## src/rtl/prog_flag_counter.sv

```systemverilog
// prog_flag_counter
//   Programmable terminal-count counter with a one-cycle flag pulse per
//   terminal event, a one-shot / auto-reload mode, and a saturating count of
//   flag events.
//
// Ports
//   clk_p       in   rising-edge clock for all logic
//   rst         in   synchronous active-high reset (term returns to DEF_TERM)
//   enable      in   count qualifier
//   clear       in   soft clear of count/state/flag/total (term kept)
//   load        in   writes load_val into the terminal register, zeroes count
//   load_val    in   [WIDTH] new terminal value
//   mode        in   0 = one-shot (stop in HOLD), 1 = auto-reload
//   count       out  [WIDTH] current count, 0..term
//   flag_count  out  one-cycle pulse after each terminal-count step
//   busy        out  high while in RUN
//   done        out  high while in HOLD
//   flag_total  out  [WIDTH] saturating number of flag events
module prog_flag_counter #(
  parameter int unsigned WIDTH    = 8,
  parameter int unsigned DEF_TERM = 9
) (
  input  logic             clk_p,
  input  logic             rst,
  input  logic             enable,
  input  logic             clear,
  input  logic             load,
  input  logic [WIDTH-1:0] load_val,
  input  logic             mode,
  output logic [WIDTH-1:0] count,
  output logic             flag_count,
  output logic             busy,
  output logic             done,
  output logic [WIDTH-1:0] flag_total
);

  typedef enum logic [1:0] {
    S_IDLE = 2'b00,
    S_RUN  = 2'b01,
    S_HOLD = 2'b10
  } state_t;

  state_t           r_state;
  logic [WIDTH-1:0] r_count;
  logic [WIDTH-1:0] r_term;
  logic [WIDTH-1:0] r_total;
  logic             r_flag;

  state_t           w_nxt_state;
  logic [WIDTH-1:0] w_nxt_count;
  logic [WIDTH-1:0] w_nxt_term;
  logic [WIDTH-1:0] w_nxt_total;
  logic             w_nxt_flag;

  logic             w_hit;
  logic [WIDTH-1:0] w_step_count;
  logic [WIDTH-1:0] w_total_inc;

  // Count step helpers: wrap to zero on terminal, saturate the event total.
  assign w_hit        = (r_count == r_term);
  assign w_step_count = w_hit ? '0 : r_count + WIDTH'(1);
  assign w_total_inc  = (r_total == '1) ? r_total : r_total + WIDTH'(1);

  always_ff @(posedge clk_p) begin
    if (rst) begin
      r_state <= S_IDLE;
      r_count <= '0;
      r_term  <= WIDTH'(DEF_TERM);
      r_total <= '0;
      r_flag  <= 1'b0;
    end else begin
      r_state <= w_nxt_state;
      r_count <= w_nxt_count;
      r_term  <= w_nxt_term;
      r_total <= w_nxt_total;
      r_flag  <= w_nxt_flag;
    end
  end

  // Priority below reset: clear > load > enable.
  always_comb begin
    w_nxt_state = r_state;
    w_nxt_count = r_count;
    w_nxt_term  = r_term;
    w_nxt_total = r_total;
    w_nxt_flag  = 1'b0;

    if (clear) begin
      w_nxt_state = S_IDLE;
      w_nxt_count = '0;
      w_nxt_total = '0;
    end else if (load) begin
      // Zeroing count here keeps count <= term when term shrinks.
      w_nxt_term  = load_val;
      w_nxt_count = '0;
      w_nxt_state = (r_state == S_RUN) ? S_RUN : S_IDLE;
    end else begin
      case (r_state)
        S_IDLE, S_RUN: begin
          if (enable) begin
            w_nxt_count = w_step_count;
            if (w_hit) begin
              w_nxt_flag  = 1'b1;
              w_nxt_total = w_total_inc;
              w_nxt_state = mode ? S_RUN : S_HOLD;
            end else begin
              w_nxt_state = S_RUN;
            end
          end
        end
        S_HOLD: begin
          w_nxt_count = '0;
        end
        default: begin
          w_nxt_state = S_IDLE;
        end
      endcase
    end
  end

  // Outputs are registers or pure decodes of the state register.
  assign count      = r_count;
  assign flag_count = r_flag;
  assign flag_total = r_total;
  assign busy       = (r_state == S_RUN);
  assign done       = (r_state == S_HOLD);

endmodule

```

## config.mk

```make
export PLATFORM = sky130hd
export DESIGN_NAME = prog_flag_counter
export DESIGN_NICKNAME = d
export VERILOG_FILES = /design/src/rtl/prog_flag_counter.sv
export SDC_FILE = /design/constraint.sdc
export NUM_CORES = 1
export LEC_CHECK = 0
export ABC_AREA = 1
export CAP_MARGIN = 25
export CORE_MARGIN = 1
export CORE_UTILIZATION = 35
export CTS_BUF_LIST = sky130_fd_sc_hd__clkbuf_16
export DETAILED_ROUTE_END_ITERATION = 8
export GPL_TIMING_DRIVEN = 0
export HOLD_SLACK_MARGIN = 0.06
export PLACE_DENSITY = 0.65
export SKIP_CTS_REPAIR_TIMING = 1
export SYNTH_ARGS = -nofsm -noshare
export SYNTH_HDL_FRONTEND = slang
export SYNTH_SLANG_ARGS = --single-unit
```

## constraint.sdc

```tcl
create_clock -name clk_p -period 1.7 [get_ports clk_p]
set_clock_uncertainty 0.1 [all_clocks]
set_input_delay 0.34 -clock clk_p [delete_from_list [all_inputs] [get_ports clk_p]]
set_output_delay 0.34 -clock clk_p [all_outputs]
set_load 0.1 [all_outputs]
```

==> impl_metrics.env, run 1 <==
export IMPL_grt_busiest_layer="met2"
export IMPL_initialDrtViolationCount=61
export IMPL_ys_flop_type="dfxtp_1"
export IMPL_syn_nets=236
export IMPL_cts_tree="built"
export IMPL_dpl_worst_slack_ns=-0.420
export IMPL_fmax_mhz=618
export IMPL_path_max_fanout=8
export IMPL_vias=1417
export IMPL_cpMaxStageDelayCell="dfxtp_4"
export IMPL_hold_viol_final=0
export IMPL_crit_family="flip-flops"
export IMPL_p_switching_uw=326
export IMPL_power_share_clock_pct=39.9
export IMPL_dieArea_sq_um=4550
export IMPL_cp_end_kind="output pin"
export IMPL_critical_path_class="register to output pin"
export IMPL_crit_chain="inv_6 > nor2_4 > clkbuf_4"
export IMPL_clock_sinks=27
export IMPL_synth_top_cell_by_area="dfxtp_1"
export IMPL_cp_buffers_inverters=2
export IMPL_final_max_slew_viol_count=0
export IMPL_drc=0
export IMPL_swShare_pct=24.3
export IMPL_utilization_pct=48.4
export IMPL_p_per_area_nw_per_um2=685
export IMPL_via_per_inst=4.65
export IMPL_regArea_sq_um=574
export IMPL_numCtsBuffers=3
export IMPL_clockRootBuffer="clkbuf_16"
export IMPL_ys_seq_elements=27
export IMPL_use_met3_pct=2.87
export IMPL_first_global_vias=1310
export IMPL_syn_to_final_growth_pct=30.9
export IMPL_diodes=0
export IMPL_wire_per_inst_um=11.1
export IMPL_final_cells=305
export IMPL_multiInputGateArea_sq_um=872
export IMPL_ant_nets=0
export IMPL_dieHeight_um=67.4
export IMPL_h_tree_depth=1
export IMPL_tightest_slew_ns=0.544
export IMPL_finalSetupViolCount=0
export IMPL_dpl_hpwl_mm=2.69
export IMPL_yosysTopAreaCellShare_pct=36.1
export IMPL_grt_overflow_total=0
export IMPL_syn_area_sq_um=1500
export IMPL_yosysSeqAreaShare_pct=36.1
export IMPL_min_path_type="register to register"
export IMPL_groute_usage_overall_pct=16.7
export IMPL_rsz0062_at_grt="yes"
export IMPL_period_needed_ns=1.62
export IMPL_routed_wl_mm=3.38
export IMPL_maxSlewHeadroom_pct=63.9
export IMPL_chipWidth_um=67.4
export IMPL_pwr_share_comb_pct=11.8
export IMPL_p_int_uw=1020
export IMPL_fin_hold_ws_ns=0.373
export IMPL_initial_utilization_pct=36.9
export IMPL_dp_cells=302
export IMPL_dpl_cell_area_sq_um=1940
export IMPL_final_area_sq_um=1960
export IMPL_seqPwrFrac_pct=48.3
export IMPL_rows=23
export IMPL_outcome="finished, final reports clean"
export IMPL_synthCells=220
export IMPL_first_pass_iters=4
export IMPL_arrival_ns=1.18
export IMPL_routabilityCongestion=0.757
export IMPL_grt_pass1_wl_mm=5.66
export IMPL_yosys_top_cells_count="nand2_1 (56), dfxtp_1 (27), inv_1 (26)"
export IMPL_synth_edf_count=0
export IMPL_period_share_pct=95.1
export IMPL_clk_pin_slew_ns=0.07
export IMPL_required_ns=1.26
export IMPL_cp_slowest_stage_delay_ns=0.40
export IMPL_ys_top_cells_by_area="dfxtp_1 (36%), nand2_1 (14%), a21oi_1 (7.0%)"
export IMPL_yosysMostFrequentCell="nand2_1"
export IMPL_cellLeakagePower_uw=0.000802
export IMPL_start_kind="register"
export IMPL_drive_above_1_share_pct=30.2
export IMPL_io_buffer_count=32
export IMPL_grt_max_degree=16
export IMPL_avgSynthCellArea_sq_um=6.81
export IMPL_async_flop_share_pct=0
export IMPL_n_fill_cell=402
export IMPL_clk_latency_ns=0.26
export IMPL_synthDistinctLibCells=23
export IMPL_io_pins=33
export IMPL_ys_warnings_count=0
export IMPL_irDropWorstVdd_v=0.000319
export IMPL_cap_violations=0
export IMPL_grt_use_met1_pct=22.8
export IMPL_layout_setup_ws_ns=0.0828
export IMPL_nNetsFinal=272
export IMPL_grt_met2_usage_pct=26.4
export IMPL_core_area_sq_um=4060
export IMPL_cts_buffer_depth=2
export IMPL_grt_antenna_before_repair=0
metrics by stage:
step / setup TNS, ns / total power (uW)
2_1_floorplan: -0.0709 / 764
3_3_place_gp: -8.83 / 820
3_5_place_dp: -8.77 / 821
4_1_cts: -10.64 / 1360
5_1_grt: -0.0686 / 1400
6_report: 0 / 1340
power by group through the flow:
| stage | logic [uW] | registers, uW | clock network (uW) |
|---|---|---|---|
| 3_5_place_dp | 157 | 664 | 0 |
| 5_1_grt | 176 | 651 | 575 |
| 3_3_place_gp | 156 | 664 | 0 |
| 2_1_floorplan | 95.6 | 669 | 0 |
| 6_report | 159 | 650 | 536 |
| 4_1_cts | 159 | 649 | 556 |
layout by cell type (no fill, tap or decap), types with 2 or more instances in the layout:
cell type        count
dfxtp_2             12
xor2_1               5
inv_1               26
nand3_2              3
nand3_1              9
nor2_1              14
nor3b_2              2
nor2_4               7
a21oi_1             21
dfxtp_1             10
o21ai_0             12
clkdlybuf4s50_1     12
o211ai_1             2
nand2_1             56
clkbuf_16            3
inv_2                9
dfxtp_4              5
nor2_2               4
nor3_1               4
clkbuf_2            17
nand2_2              6
clkbuf_4             2
xnor2_1              4
cell families after synthesis:
logic type               Yosys count  share of synthesized area (%)
adder cells (fa/ha/maj)            2                           1.67
flip-flops                        27                           36.1
XOR/XNOR                           9                           5.26
AO/OA/AOI/OAI                     35                           12.0
AND/OR/NAND/NOR                  110                           35.7
buffers and inverters             37                           9.27
final timing paths:
path | startpoint | endpoint | slack [ns] | depth (start not counted)
min reg2reg | r_term[4] | r_term[4] | 0.37 | 2
max reg2reg | flag_total[0] | flag_total[7] | 0.11 | 10
min | r_term[4] | r_term[4] | 0.37 | 2
max | r_state[1] | done | 0.08 | 3
layer usage:
metal,share of wire [%],wire length [um]
met1,49,1670
met2,46,1570
met3,2.8,95
met4,1.3,44
met5,0,0
area by class of cell:
| class | count | area share, % |
|---|---|---|
| inverters | 36 | 7.14 |
| clock buffers | 3 | 3.83 |
| clock inverters | 1 | 0.255 |
| flip-flops and latches | 27 | 29.3 |
| multi-input cells | 156 | 44.5 |
| repair buffers | 32 | 11.9 |
| well taps | 50 | 3.19 |
flip-flops by register name, indices dropped and copies added (netlist names):
register	cells
flag_count	1
count	8
r_term	8
flag_total	8
r_state	2
worst min-delay path, stage by stage, from the launching register on:
cell and delay [ns]:
dfxtp_1 0.31, inv_1 0.06, a21oi_1 0.05
Note: power is estimated with default switching activity, not from simulation.
==> run 2: changes to the inputs <==
CORE_MARGIN = 2   (was 1)
==> run 2 against run 1 <==
  * Power is 1.4% higher
  * Critical path type is now primary input to register
  * Clock-buffer cell count stayed put
  * Worst setup slack worse by 0.036 ns
  * Global-route usage is 0.99 points lower
==> impl_metrics.env, run 2 (same netlist as run 1, synthesis figures left out) <==
export IMPL_outcome="finished, final reports clean"
export IMPL_final_max_slew_viol_count=0
export IMPL_mostFrequentLayoutCells="nand2_1 (55), inv_1 (26), a21oi_1 (19)"
export IMPL_dpl_hpwl_mm=2.64
export IMPL_drive_above_1_share_pct=32.9
export IMPL_via_per_inst=4.63
export IMPL_final_common_cell="nand2_1"
export IMPL_grt_pass1_wl_mm=6.29
export IMPL_diodes=0
export IMPL_vias=1426
export IMPL_numCtsBuffers=3
export IMPL_routed_wl_mm=3.63
export IMPL_crit_path_frequent_cell="inv_1"
export IMPL_period_share_pct=97.3
export IMPL_first_global_vias=1413
export IMPL_cap_violations=0
export IMPL_io_buffer_count=32
export IMPL_dieArea_sq_um=4820
export IMPL_power_uw=1360
export IMPL_crit_chain="clkdlybuf4s50_1 > inv_1 > nor2_2 > inv_1 > clkbuf_2 > o21ai_0 > a21oi_1"
export IMPL_cts_tree="built"
export IMPL_initialDrtViolationCount=103
export IMPL_h_tree_depth=1
export IMPL_dieHeight_um=69.4
export IMPL_path_max_fanout=10
export IMPL_clockRootBuffer="clkbuf_16"
export IMPL_wire_per_inst_um=11.8
export IMPL_cp_slowest_stage_delay_ns=0.55
export IMPL_drc=0
export IMPL_arrival_ns=1.71
export IMPL_first_pass_iters=4
export IMPL_p_per_area_nw_per_um2=682
export IMPL_start_kind="primary input"
export IMPL_min_path_type="register to register"
export IMPL_io_pins=33
export IMPL_clk_pin_slew_ns=0.07
export IMPL_grt_antenna_before_repair=0
export IMPL_layout_setup_ws_ns=0.0463
export IMPL_routabilityCongestion=0.771
export IMPL_rows=23
export IMPL_core_area_sq_um=4060
export IMPL_irDropWorstVdd_v=0.000335
export IMPL_rsz0062_at_grt="yes"
export IMPL_n_fill_cell=411
export IMPL_grt_overflow_total=0
export IMPL_groute_usage_overall_pct=15.7
export IMPL_clock_sinks=27
export IMPL_cp_end_kind="register"
export IMPL_nNetsFinal=275
export IMPL_hold_viol_final=0
export IMPL_fmax_mhz=605
export IMPL_cts_buffer_depth=2
export IMPL_grt_max_degree=16
export IMPL_cpMaxStageDelayCell="clkdlybuf4s50_1"
export IMPL_finalSetupViolCount=0
export IMPL_syn_to_final_growth_pct=33.5
export IMPL_required_ns=1.75
export IMPL_initial_utilization_pct=36.9
export IMPL_maxSlewHeadroom_pct=63.9
export IMPL_chipWidth_um=69.4
export IMPL_period_needed_ns=1.65
export IMPL_cellLeakagePower_uw=0.000814
export IMPL_tightest_slew_ns=0.544
export IMPL_clk_latency_ns=0.26
export IMPL_critical_path_class="primary input to register"
export IMPL_ant_nets=0
export IMPL_dpl_worst_slack_ns=-0.417
[run 2: final cells by class]
| type | count | area (sq um) | area share [%] |
|---|---|---|---|
| multi-input combinational | 156 | 891 | 44.5 |
| sequential | 27 | 574 | 28.7 |
| timing repair buffer | 34 | 248 | 12.4 |
| inverter | 36 | 140 | 7.00 |
| clock buffer | 3 | 75.1 | 3.75 |
| tap | 50 | 62.6 | 3.13 |
| clock inverter | 1 | 5.00 | 0.250 |
| buffer | 1 | 5.00 | 0.250 |
[run 2: worst paths after layout]
path                    to  depth (start not counted)  slack [ns]          start
max              r_term[4]                          7        0.05           load
min              r_term[6]                          2        0.37      r_term[6]
min reg2reg      r_term[6]                          2        0.37      r_term[6]
max reg2reg  flag_total[2]                         10        0.09  flag_total[1]
[run 2: worst max-delay path, delay by kind of cell]
kind	cells	cell delay, ns
AO/OA/AOI/OAI	2	0.22
buffers and inverters	4	0.94
AND/OR/NAND/NOR	1	0.20
[run 2: report_power, final]
part           switching (uW)  internal [uW]  leakage [uW]
combinational            99.3           64.1      0.000544
sequential               11.1            639      0.000230
clock                     232            318     0.0000409
[run 2: metrics by stage]
stage          area [sq um]  std cells  hold slack (ns)  TNS [ns]  util, %
2_1_floorplan          1550        220            0.343   -0.0709        -
3_3_place_gp           1940        302            0.366     -8.90     47.7
3_5_place_dp           1940        302            0.368     -8.87     47.7
4_1_cts                2020        306            0.379    -10.59     49.7
5_1_grt                2000        308            0.407     -1.58     49.3
6_report               2000        308            0.371         0     49.3
[run 2: metal layers]
metal  share of wire, %  up-vias  global-route usage [%]
met2                 46       26                    26.1
met4                1.3        0                    4.58
met1                 49      628                    21.3
li1                   -      768                       -
met3                3.8        4                    2.03
met5                  0        -                       0
==> run 3: changes to the inputs <==
ABC_CLOCK_PERIOD_IN_PS = 1700   (was unset)
CTS_CLUSTER_SIZE = 8   (was unset)
==> results of run 3 <==
Same layout as run 2: the final DEF is identical, and so are final timing and power.
